File: src/rtl/pipe_hazard_ctrl.sv
// pipe_hazard_ctrl: central stall/bubble controller for the five-stage pipeline.
// Resolves trap, memory-wait, multicycle, redirect and load-use hazards in a
// fixed priority order. It also tracks in-flight fetch requests so that
// responses from a flushed path are discarded instead of latched into regD.
//
//   state   | meaning
//   --------+------------------------------------------------------------
//   ST_RUN  | no stale fetch responses pending; responses pass to regD
//   ST_DROP | r_drop_cnt stale responses still due; each one is discarded
module pipe_hazard_ctrl #(
  parameter int MAX_OUT = 2
) (
  input  logic        clk,
  input  logic        rst,
  input  logic [4:0]  dec_i_rs1,
  input  logic [4:0]  dec_i_rs2,
  input  logic        dec_i_rs1_en,
  input  logic        dec_i_rs2_en,
  input  logic [4:0]  exe_i_rd,
  input  logic        exe_i_load,
  input  logic        exe_i_redirect,
  input  logic        exe_i_mc_busy,
  input  logic        mem_i_req_valid,
  input  logic        mem_i_req_ready,
  input  logic        wb_i_trap,
  input  logic        if_i_req_fire,
  input  logic        if_i_resp_valid,
  output logic        regF_stall,
  output logic        regD_stall,
  output logic        regE_stall,
  output logic        regM_stall,
  output logic        regD_bubble,
  output logic        regE_bubble,
  output logic        regM_bubble,
  output logic        regW_bubble,
  output logic        ctrl_o_drop_resp,
  output logic [31:0] ctrl_o_stall_cycles
);

  localparam int CNT_W = $clog2(MAX_OUT + 1);

  typedef enum logic {ST_RUN, ST_DROP} state_t;

  state_t             r_state;
  logic [CNT_W-1:0]   r_out_cnt;
  logic [CNT_W-1:0]   r_drop_cnt;
  logic [31:0]        r_stall_cycles;

  logic               w_mem_wait;
  logic               w_rs1_hit;
  logic               w_rs2_hit;
  logic               w_load_use;
  logic               w_f_stall;
  logic               w_d_stall;
  logic               w_e_stall;
  logic               w_m_stall;
  logic               w_d_bub;
  logic               w_e_bub;
  logic               w_m_bub;
  logic               w_w_bub;
  logic               w_flush;
  logic               w_drop;
  logic [CNT_W-1:0]   w_drop_load;
  logic [CNT_W-1:0]   w_out_cnt_nxt;

  assign w_mem_wait = mem_i_req_valid & ~mem_i_req_ready;

  // A load to x0 never produces a value, so it cannot cause a load-use stall.
  assign w_rs1_hit  = dec_i_rs1_en & (dec_i_rs1 == exe_i_rd);
  assign w_rs2_hit  = dec_i_rs2_en & (dec_i_rs2 == exe_i_rd);
  assign w_load_use = exe_i_load & (exe_i_rd != 5'd0) & (w_rs1_hit | w_rs2_hit);

  // Hazard priority: only the highest active condition drives its stall/bubble set.
  always_comb begin
    w_f_stall = 1'b0;
    w_d_stall = 1'b0;
    w_e_stall = 1'b0;
    w_m_stall = 1'b0;
    w_d_bub   = 1'b0;
    w_e_bub   = 1'b0;
    w_m_bub   = 1'b0;
    w_w_bub   = 1'b0;
    w_flush   = 1'b0;
    if (wb_i_trap) begin
      w_d_bub = 1'b1;
      w_e_bub = 1'b1;
      w_m_bub = 1'b1;
      w_w_bub = 1'b1;
      w_flush = 1'b1;
    end else if (w_mem_wait) begin
      w_f_stall = 1'b1;
      w_d_stall = 1'b1;
      w_e_stall = 1'b1;
      w_m_stall = 1'b1;
      w_w_bub   = 1'b1;
    end else if (exe_i_mc_busy) begin
      // A redirect raised under a busy multicycle op is held by E and
      // taken once the stall lifts, so it is ignored here.
      w_f_stall = 1'b1;
      w_d_stall = 1'b1;
      w_e_stall = 1'b1;
      w_m_bub   = 1'b1;
    end else if (exe_i_redirect) begin
      w_d_bub = 1'b1;
      w_e_bub = 1'b1;
      w_flush = 1'b1;
    end else if (w_load_use) begin
      w_f_stall = 1'b1;
      w_d_stall = 1'b1;
      w_e_bub   = 1'b1;
    end
  end

  // A response that arrives while stale responses are pending belongs to the old path.
  assign w_drop = (r_state == ST_DROP) & if_i_resp_valid;

  // A response arriving in the flush cycle is already dropped (or accepted)
  // this cycle, so it is not counted among the remaining stale responses.
  // A request fired in the flush cycle belongs to the new path and is excluded.
  assign w_drop_load = r_out_cnt - CNT_W'(if_i_resp_valid);

  // Outstanding fetch count for the next cycle; fire and response cancel out.
  always_comb begin
    w_out_cnt_nxt = r_out_cnt;
    case ({if_i_req_fire, if_i_resp_valid})
      2'b10:   w_out_cnt_nxt = r_out_cnt + CNT_W'(1);
      2'b01:   w_out_cnt_nxt = r_out_cnt - CNT_W'(1);
      default: w_out_cnt_nxt = r_out_cnt;
    endcase
  end

  // Drop FSM plus outstanding, drop and stall-cycle counters.
  always_ff @(posedge clk or negedge rst) begin
    if (!rst) begin
      r_state        <= ST_RUN;
      r_out_cnt      <= '0;
      r_drop_cnt     <= '0;
      r_stall_cycles <= 32'd0;
    end else begin
      r_out_cnt <= w_out_cnt_nxt;
      if (w_flush) begin
        r_drop_cnt <= w_drop_load;
        r_state    <= (w_drop_load != '0) ? ST_DROP : ST_RUN;
      end else if (w_drop) begin
        r_drop_cnt <= r_drop_cnt - CNT_W'(1);
        if (r_drop_cnt == CNT_W'(1)) begin
          r_state <= ST_RUN;
        end
      end
      if (w_f_stall) begin
        r_stall_cycles <= r_stall_cycles + 32'd1;
      end
    end
  end

  // While reset is held, every register is cleared and nothing is stalled,
  // independent of the clock.
  assign regF_stall  = rst & w_f_stall;
  assign regD_stall  = rst & w_d_stall;
  assign regE_stall  = rst & w_e_stall;
  assign regM_stall  = rst & w_m_stall;
  assign regD_bubble = ~rst | w_d_bub | w_drop;
  assign regE_bubble = ~rst | w_e_bub;
  assign regM_bubble = ~rst | w_m_bub;
  assign regW_bubble = ~rst | w_w_bub;

  assign ctrl_o_drop_resp    = rst & w_drop;
  assign ctrl_o_stall_cycles = r_stall_cycles;

endmodule

File: config.mk
export PLATFORM = sky130hd
export DESIGN_NAME = pipe_hazard_ctrl
export DESIGN_NICKNAME = d
export VERILOG_FILES = /design/src/rtl/pipe_hazard_ctrl.sv
export SDC_FILE = /design/constraint.sdc
export NUM_CORES = 1
export LEC_CHECK = 0
export BUFFER_PORTS_ARGS = -buffer_cell sky130_fd_sc_hd__buf_2
export CORE_UTILIZATION = 51
export DETAILED_ROUTE_END_ITERATION = 6
export PLACE_DENSITY = 0.83
export SLEW_MARGIN = 10
export SYNTH_ARGS = -nofsm -noshare
export SYNTH_HDL_FRONTEND = slang
export SYNTH_SLANG_ARGS = --single-unit
File: constraint.sdc
create_clock -name clk -period 2.2 [get_ports clk]
set_input_delay 0.11 -clock clk [delete_from_list [all_inputs] [get_ports clk]]
set_output_delay 0.11 -clock clk [all_outputs]
set_load 0.02 [all_outputs]
# After elaboration in Yosys (flattened, before gate mapping)
# Cells that the tools add are included.
[totals]
regBits = 37
out_inout_bits = 41
word_cells = 66
[classes]
add_sub_neg = 5
eq_ne = 5
mux = 28
n_bitwise = 18
n_reduce_logical = 6
[op_table]
columns = ["op", "n"]
rows = [
  ["32-bit by 1-bit adder with 32-bit output (second input constant)", 1],
  ["1-bit 2-to-1 mux", 25],
  ["1-bit AND", 10],
  ["5-bit equality test", 2],
  ["2-bit nonzero test", 4],
  ["1-bit bitwise OR", 6],
  ["5-bit nonzero test", 1],
  ["2-bit by 1-bit equality test with 1-bit output (second input constant)", 2],
  ["2-bit 2-to-1 mux", 2],
  ["2-bit case mux with 2 select lines", 1],
  ["2-bit by 1-bit subtractor with 2-bit output (second input constant)", 2],
  ["2-bit by 1-bit adder with 2-bit output (second input constant)", 1],
  ["2-bit equality test (second input constant)", 1],
  ["1-bit inverter", 2],
  ["2-bit AND reduction", 1],
  ["2-bit by 1-bit subtractor with 2-bit output", 1],
]

# Logic depth before layout (Yosys ltp)
# Gate-level depths: netlist (run 1).
[logic_depth]
word_depth = 10
ltp_mapped = 7
depth_no_buf = 6

# Least setup slack after synthesis (run 1)
# No wires, ideal clock.
[synth_path]
kind = "register -> register"
startpoint = "register r_stall_cycles[9] (netlist: ctrl_o_stall_cycles[9])"
endpoint = "register r_stall_cycles[24] (netlist: ctrl_o_stall_cycles[24])"
setup_ns = 0.129
arrival_time_ns = 1.709
setup_slack_ns = 0.362
path_stages_with_launch = 6
n_path_buf = 0
synth_period_minus_slack_ns = 1.838
cell_sequence = "dfrtp_1 -> nand4_1 -> nor3_1 -> nand4_1 -> or4_1 -> xnor2_1"
[synth_via]
elab_chain_cells = 1
[synth_lines]
columns = ["item", "line_no", "source"]
rows = [
  ["from (decl)", "47", "logic [31:0] r_stall_cycles;"],
  ["from (signal assigned)", "151", "r_stall_cycles <= r_stall_cycles + 32'd1;"],
  ["32-bit by 1-bit adder with 32-bit output", "151", ""],
]
# No other way between the ends.
# A chain may end at the register's enable or synchronous reset.

# Final worst setup path (run 1)
# Same ends and word-level chain as after synthesis.

==> results of run 1 <==
how the worst min path moves through the flow:
stage	start	to	slack, ns	cells past startpoint
final	if_i_resp_valid	r_state$_DFFE_PN0P_	0.16	4
after global routing	if_i_resp_valid	r_state$_DFFE_PN0P_	0.20	4
after CTS	if_i_resp_valid	r_state$_DFFE_PN0P_	0.15	4
after detailed placement	rst	ctrl_o_stall_cycles[30]$_DFFE_PN0P_	0.05	1
after global placement	rst	ctrl_o_stall_cycles[30]$_DFFE_PN0P_	0.05	1
after floorplan	rst	ctrl_o_stall_cycles[0]$_DFFE_PN0P_	-0.19	0
placed cells by master, fill, tap and decap left out, types with 2 or more instances in the layout:
cell	n
xor2_1	20
a21oi_1	3
nor2_1	11
mux2i_1	3
nor4_1	2
nand2b_1	3
nor2b_1	2
xnor2_1	26
nor3_1	9
nor4_2	4
nand3_1	12
nand4_1	15
inv_1	6
or4_1	2
ha_1	4
dfrtp_1	37
buf_4	3
buf_2	67
clkbuf_8	7
nand2_1	24
nor3_2	4
power by group:
part           internal (mW)  switching, mW  total (mW)
Sequential             0.807          0.153       0.960
Clock                  0.283          0.239       0.522
Combinational          0.259          0.381       0.640
Total                   1.35          0.773        2.12
per-layer routing:
layer,up-vias,global-route usage (%),routed length [microns]
met5,-,0,0
met2,62,38.9,2290
met1,853,28.9,1980
met3,6,7.07,303
met4,0,8.51,76
li1,853,-,-
synth_stat cells (2+ instances only):
| master | n | share of area [%] |
|---|---|---|
| nand2b_1 | 3 | 0.89 |
| nor2_1 | 11 | 2.0 |
| nor3_1 | 9 | 2.1 |
| dfrtp_1 | 37 | 44 |
| nor2b_1 | 2 | 0.59 |
| nor3_2 | 4 | 1.9 |
| ha_1 | 4 | 2.4 |
| nor4_2 | 4 | 2.4 |
| nand2_1 | 24 | 4.3 |
| nand4_1 | 15 | 4.4 |
| a21oi_1 | 3 | 0.71 |
| buf_6 | 3 | 1.6 |
| mux2i_1 | 3 | 1.4 |
| or4_1 | 2 | 0.71 |
| xor2_1 | 20 | 8.3 |
| xnor2_1 | 26 | 11 |
| inv_1 | 6 | 1.1 |
| nand3_1 | 12 | 2.8 |
| nor4_1 | 2 | 0.59 |
final cells by class:
cell class,count,area [sq um],share of cell area (%)
clock buffers,7,96.3,3.72
clock inverters,1,5.00,0.193
multi-input cells,157,1110,42.9
well taps,50,62.6,2.41
inverters,6,22.5,0.869
flip-flops and latches,37,926,35.7
repair buffers,71,368,14.2
kinds of logic (layout without fill, tap and decap cells):
| kind of cell | count (synthesis) | in the layout |
|---|---|---|
| AND/OR/NAND/NOR | 96 | 96 |
| XOR/XNOR | 46 | 46 |
| flip-flops | 37 | 37 |
| buffers and inverters | 11 | 85 |
| AO/OA/AOI/OAI | 8 | 8 |
| adder cells (fa/ha/maj) | 4 | 4 |
| multiplexers | 3 | 3 |
state kept, by name, summed over array words and instances, names as in the netlist:
signal               count
r_drop_cnt               2
ctrl_o_stall_cycles     32
r_out_cnt                2
r_state                  1
stage by stage:
stage	cells	hold slack, ns
after CTS	329	0.146
after global placement	320	0.0527
after global routing	329	0.199
after detailed placement	320	0.0500
final	329	0.156
after floorplan	205	-0.186
timing repair:
| item | CTS | global route |
|---|---|---|
| hold buffers | 1 | 0 |
| setup buffers | 0 | 0 |
| endpoints found under the hold margin | 14 | 0 |
worst reg2reg max path: stages, from the launching register on:
cell     delay, ns
dfrtp_1       0.46
nand4_1       0.21
nor3_1        0.47
nand4_1       0.17
or4_1         0.45
xnor2_1       0.14
==> results.sh, run 1 <==
export IMPL_slew_headroom_pct=68.7
export IMPL_required_ns=2.38
export IMPL_dieArea_sq_um=4400
export IMPL_min_path_type="in2reg"
export IMPL_synth_edf_count=0
export IMPL_cts_htree_levels=2
export IMPL_setup_worst_path_start="ctrl_o_stall_cycles[9]$_DFFE_PN0P_"
export IMPL_synthSimpleGateAreaFrac_pct=26.7
export IMPL_diodes=0
export IMPL_io_pins=68
export IMPL_ys_warnings_count=0
export IMPL_fillerInstances=327
export IMPL_clk_path_buf_depth=2
export IMPL_yosysSeqAreaShare_pct=43.9
export IMPL_avgRoutedWirePerCell_microns=14.1
export IMPL_layout_drive_gt1_share_pct=34.8
export IMPL_worstPathMaxFanout=6
export IMPL_synth_top_family_by_area="simple AND/OR/NAND/NOR gates"
export IMPL_crit_slowest_cell="nor3_1"
export IMPL_fin_skew_ns=0.00369
export IMPL_place_hpwl_mm=3.41
export IMPL_cts_sinks=37
export IMPL_num_vias=1774
export IMPL_synth_compound_area_share_pct=3.14
export IMPL_cts_made_buffers=5
export IMPL_async_reset_ff_share_pct=100
export IMPL_synth_mux_area_share_pct=1.42
export IMPL_cts_resized=0
export IMPL_hold_violations=0
export IMPL_synthCells=205
export IMPL_clk_pin_slew_ns=0.07
export IMPL_ys_flop_type="dfrtp_1"
export IMPL_cp_start_kind="flop"
export IMPL_die_h_microns=66.3
export IMPL_grt_overflow=0
export IMPL_yosys_area_share_xor_xnor_pct=19.1
export IMPL_cap_violations=0
export IMPL_grt_pass1_wl_mm=7.71
export IMPL_power_density_nw_per_um2=819
export IMPL_path_cells="nand4_1 -> nor3_1 -> nand4_1 -> or4_1 -> xnor2_1"
export IMPL_gp_congestion=0.847
export IMPL_path_delay_family="simple AND/OR/NAND/NOR gates"
export IMPL_cts_root_buf="clkbuf_8"
export IMPL_reg2reg_depth=5
export IMPL_synth_fa_ha_area_share_pct=2.37
export IMPL_die_w_microns=66.3
export IMPL_grt_max_degree=24
export IMPL_worstReg2RegEnd="ctrl_o_stall_cycles[24]$_DFFE_PN0P_"
export IMPL_finalNetCount=309
export IMPL_finalPower_mw=2.12
export IMPL_rows=23
export IMPL_route_detailed_drc=0
export IMPL_period_share_pct=90.9
export IMPL_viasPerCell=5.39
export IMPL_wirelength_mm=4.66
export IMPL_p_leak_nw=1.23
export IMPL_grt_pass1_vias=1694
export IMPL_r2r_setup_slack_ns=0.20
export IMPL_cp_end_kind="flop"
export IMPL_portBuffers=67
export IMPL_slowest_delay_ns=0.47
export IMPL_ir_worst_vdd_mv=0.575
export IMPL_dr_pass1_iters=5
export IMPL_initial_core_util_pct=53.1
export IMPL_synth_seq_cells=37
export IMPL_clock_latency_ns=0.29
export IMPL_antenna_found_initial=0
export IMPL_setup_viol=0
export IMPL_critPathBufInv=0
export IMPL_worst_pin_slew_ns=0.466
export IMPL_synth_cell_types=34
export IMPL_grt_use_total_pct=23.6
export IMPL_crit_end="ctrl_o_stall_cycles[24]$_DFFE_PN0P_"
export IMPL_cts_tree="built"
export IMPL_ant_nets=0
export IMPL_design_area_sq_um=2590
export IMPL_fin_crit_ns=2.00
export IMPL_syn_area_per_cell_sq_um=10.3
export IMPL_area_growth_pct=22.9
export IMPL_crit_arrival_ns=2.18
export IMPL_worst_slack_ns=0.200
export IMPL_r2r_start="ctrl_o_stall_cycles[9]$_DFFE_PN0P_"
export IMPL_drv_slew=0
export IMPL_dp_slack_ns=0.271
export IMPL_crit_type="reg2reg"
export IMPL_cp_num_cells=5
export IMPL_dr_first_iter_drc_count=161
export IMPL_utilization_pct=65.3
export IMPL_synth_nets=236
export IMPL_rsz0062_at_grt="false"
export IMPL_core_region_area_sq_um=3970
export IMPL_setup_tns_ns=0
export IMPL_max_freq_ghz=0.500
export IMPL_place_area_sq_um=2480
export IMPL_status="finished clean"
export IMPL_crit_top_cell="nand4_1"
export IMPL_netlist_area_sq_um=2110
Note: power is estimated with default switching activity, not from simulation.
==> inputs of run 2 (changes only) <==
- RECOVER_POWER: unset -> 100
==> run 2 against run 1 <==
Worst hold slack got worse by 0.0023 ns. Die area stayed put. Fmax fell by 2.5%. Sequential power decreased by 0.4%.
==> results.sh, run 2 (synthesis results as in run 1) <==
export IMPL_setup_viol=0
export IMPL_final_cell_mix="clkbuf_1, dfrtp_1, xnor2_1, buf_2, nand2_1"
export IMPL_clk_pin_slew_ns=0.07
export IMPL_clock_latency_ns=0.29
export IMPL_die_h_microns=66.3
export IMPL_io_pins=68
export IMPL_cap_violations=0
export IMPL_crit_type="reg2reg"
export IMPL_utilization_pct=62.4
export IMPL_grt_pass1_wl_mm=7.71
export IMPL_cts_root_buf="clkbuf_8"
export IMPL_place_hpwl_mm=3.41
export IMPL_grt_pass1_vias=1694
export IMPL_clkPwrFrac_pct=25.2
export IMPL_setup_tns_ns=0
export IMPL_hold_ws_ns=0.154
export IMPL_avgRoutedWirePerCell_microns=14.2
export IMPL_status="finished clean"
export IMPL_diodes=0
export IMPL_period_share_pct=93.2
export IMPL_grt_overflow=0
export IMPL_rsz0062_at_grt="false"
export IMPL_wirelength_mm=4.68
export IMPL_rows=23
export IMPL_route_detailed_drc=0
export IMPL_drv_slew=0
export IMPL_initial_core_util_pct=53.1
export IMPL_clk_path_buf_depth=2
export IMPL_cts_made_buffers=5
export IMPL_setup_worst_path_start="ctrl_o_stall_cycles[2]$_DFFE_PN0P_"
export IMPL_p_leak_nw=1.08
export IMPL_crit_end="ctrl_o_stall_cycles[19]$_DFFE_PN0P_"
export IMPL_ir_worst_vdd_mv=0.545
export IMPL_fin_skew_ns=0.00333
export IMPL_cp_end_kind="flop"
export IMPL_dr_first_iter_drc_count=206
export IMPL_finalNetCount=309
export IMPL_fillerInstances=360
export IMPL_r2r_setup_slack_ns=0.15
export IMPL_worst_pin_slew_ns=1.22
export IMPL_worstReg2RegEnd="ctrl_o_stall_cycles[19]$_DFFE_PN0P_"
export IMPL_grt_use_total_pct=23.6
export IMPL_fin_crit_ns=2.05
export IMPL_num_vias=1773
export IMPL_dr_pass1_iters=4
export IMPL_antenna_found_initial=0
export IMPL_min_path_type="in2reg"
export IMPL_dieArea_sq_um=4400
export IMPL_p_switching_uw=765
export IMPL_portBuffers=67
export IMPL_cts_setup_buffers=0
export IMPL_cts_sinks=37
export IMPL_cts_htree_levels=2
export IMPL_r2r_start="ctrl_o_stall_cycles[2]$_DFFE_PN0P_"
export IMPL_slew_headroom_pct=18.7
export IMPL_hold_violations=0
export IMPL_viasPerCell=5.39
export IMPL_p_int_mw=1.32
export IMPL_cp_start_kind="flop"
export IMPL_reg2reg_depth=5
export IMPL_die_w_microns=66.3
export IMPL_cts_tree="built"
export IMPL_ant_nets=0
export IMPL_layout_drive_gt1_share_pct=15.8
export IMPL_switching_share_pct=36.7
export IMPL_gp_congestion=0.847
export IMPL_power_density_nw_per_um2=842
export IMPL_grt_max_degree=24
export IMPL_core_region_area_sq_um=3970
export IMPL_power_share_combinational_pct=28.9
export IMPL_max_freq_ghz=0.488
export IMPL_worstPathMaxFanout=6
export IMPL_final_common_cell="clkbuf_1"
export IMPL_pwr_share_seq_pct=45.9
export IMPL_area_growth_pct=17.4
export IMPL_largest_reg_flops=32
export IMPL_required_ns=2.42
export IMPL_crit_arrival_ns=2.27
run 2: cell count changes in the layout (fill, tap and decap cells not counted), sizes merged:
| cell | change |
|---|---|
| buf | -44 |
| clkbuf | +44 |
run 2: metal layers:
layer / track usage, % / part of all wire (%)
met3: 7.07 / 6.2
met2: 38.9 / 49
met5: 0 / 0
met4: 8.51 / 1.5
met1: 28.9 / 43
run 2: how the worst min path moves through the flow:
stage | startpoint | end | cells after the start
floorplan | rst | ctrl_o_stall_cycles[0]$_DFFE_PN0P_ | 0
global placement | rst | ctrl_o_stall_cycles[30]$_DFFE_PN0P_ | 1
detailed placement | rst | ctrl_o_stall_cycles[30]$_DFFE_PN0P_ | 1
CTS | if_i_resp_valid | r_state$_DFFE_PN0P_ | 4
global route | if_i_resp_valid | r_state$_DFFE_PN0P_ | 4
finish | if_i_resp_valid | r_state$_DFFE_PN0P_ | 4
run 2: power by group through the flow:
stage | Combinational [mW] | Sequential (mW) | Clock [mW]
floorplan | 0.344 | 1.04 | 0
global route | 0.675 | 0.978 | 0.562
global placement | 0.616 | 0.965 | 0
detailed placement | 0.644 | 0.971 | 0
finish | 0.603 | 0.956 | 0.525
CTS | 0.648 | 0.960 | 0.538
run 2: layout make-up:
cell class	count	area, sq um	area share, %
Clock buffer	7	96.3	3.89
Inverter	6	22.5	0.909
Tap cell	50	62.6	2.53
Timing Repair Buffer	71	309	12.5
Clock inverter	1	5.00	0.202
Multi-Input combinational cell	157	1060	42.6
Sequential cell	37	926	37.4
run 2: worst max-delay path, stage by stage, from the launching register on:
cell and delay, ns:
dfrtp_1 0.44, and4_1 0.29, nand4_1 0.31, or3_4 0.52, nor4_1 0.25, xor2_1 0.17
run 2: timing repair:
item | CTS | global route
hold endpoints to repair | 14 | 0
gates resized for setup | 0 | 0
hold buffers | 1 | 0
run 2: per-stage QoR:
step	instances	area [sq um]	worst slack (ns)	power, mW
after floorplan	205	2110	0.362	1.38
after global placement	320	2480	0.279	1.58
after detailed placement	320	2480	0.271	1.61
after CTS	329	2590	0.236	2.15
after global routing	329	2480	0.0362	2.21
final	329	2480	0.149	2.08
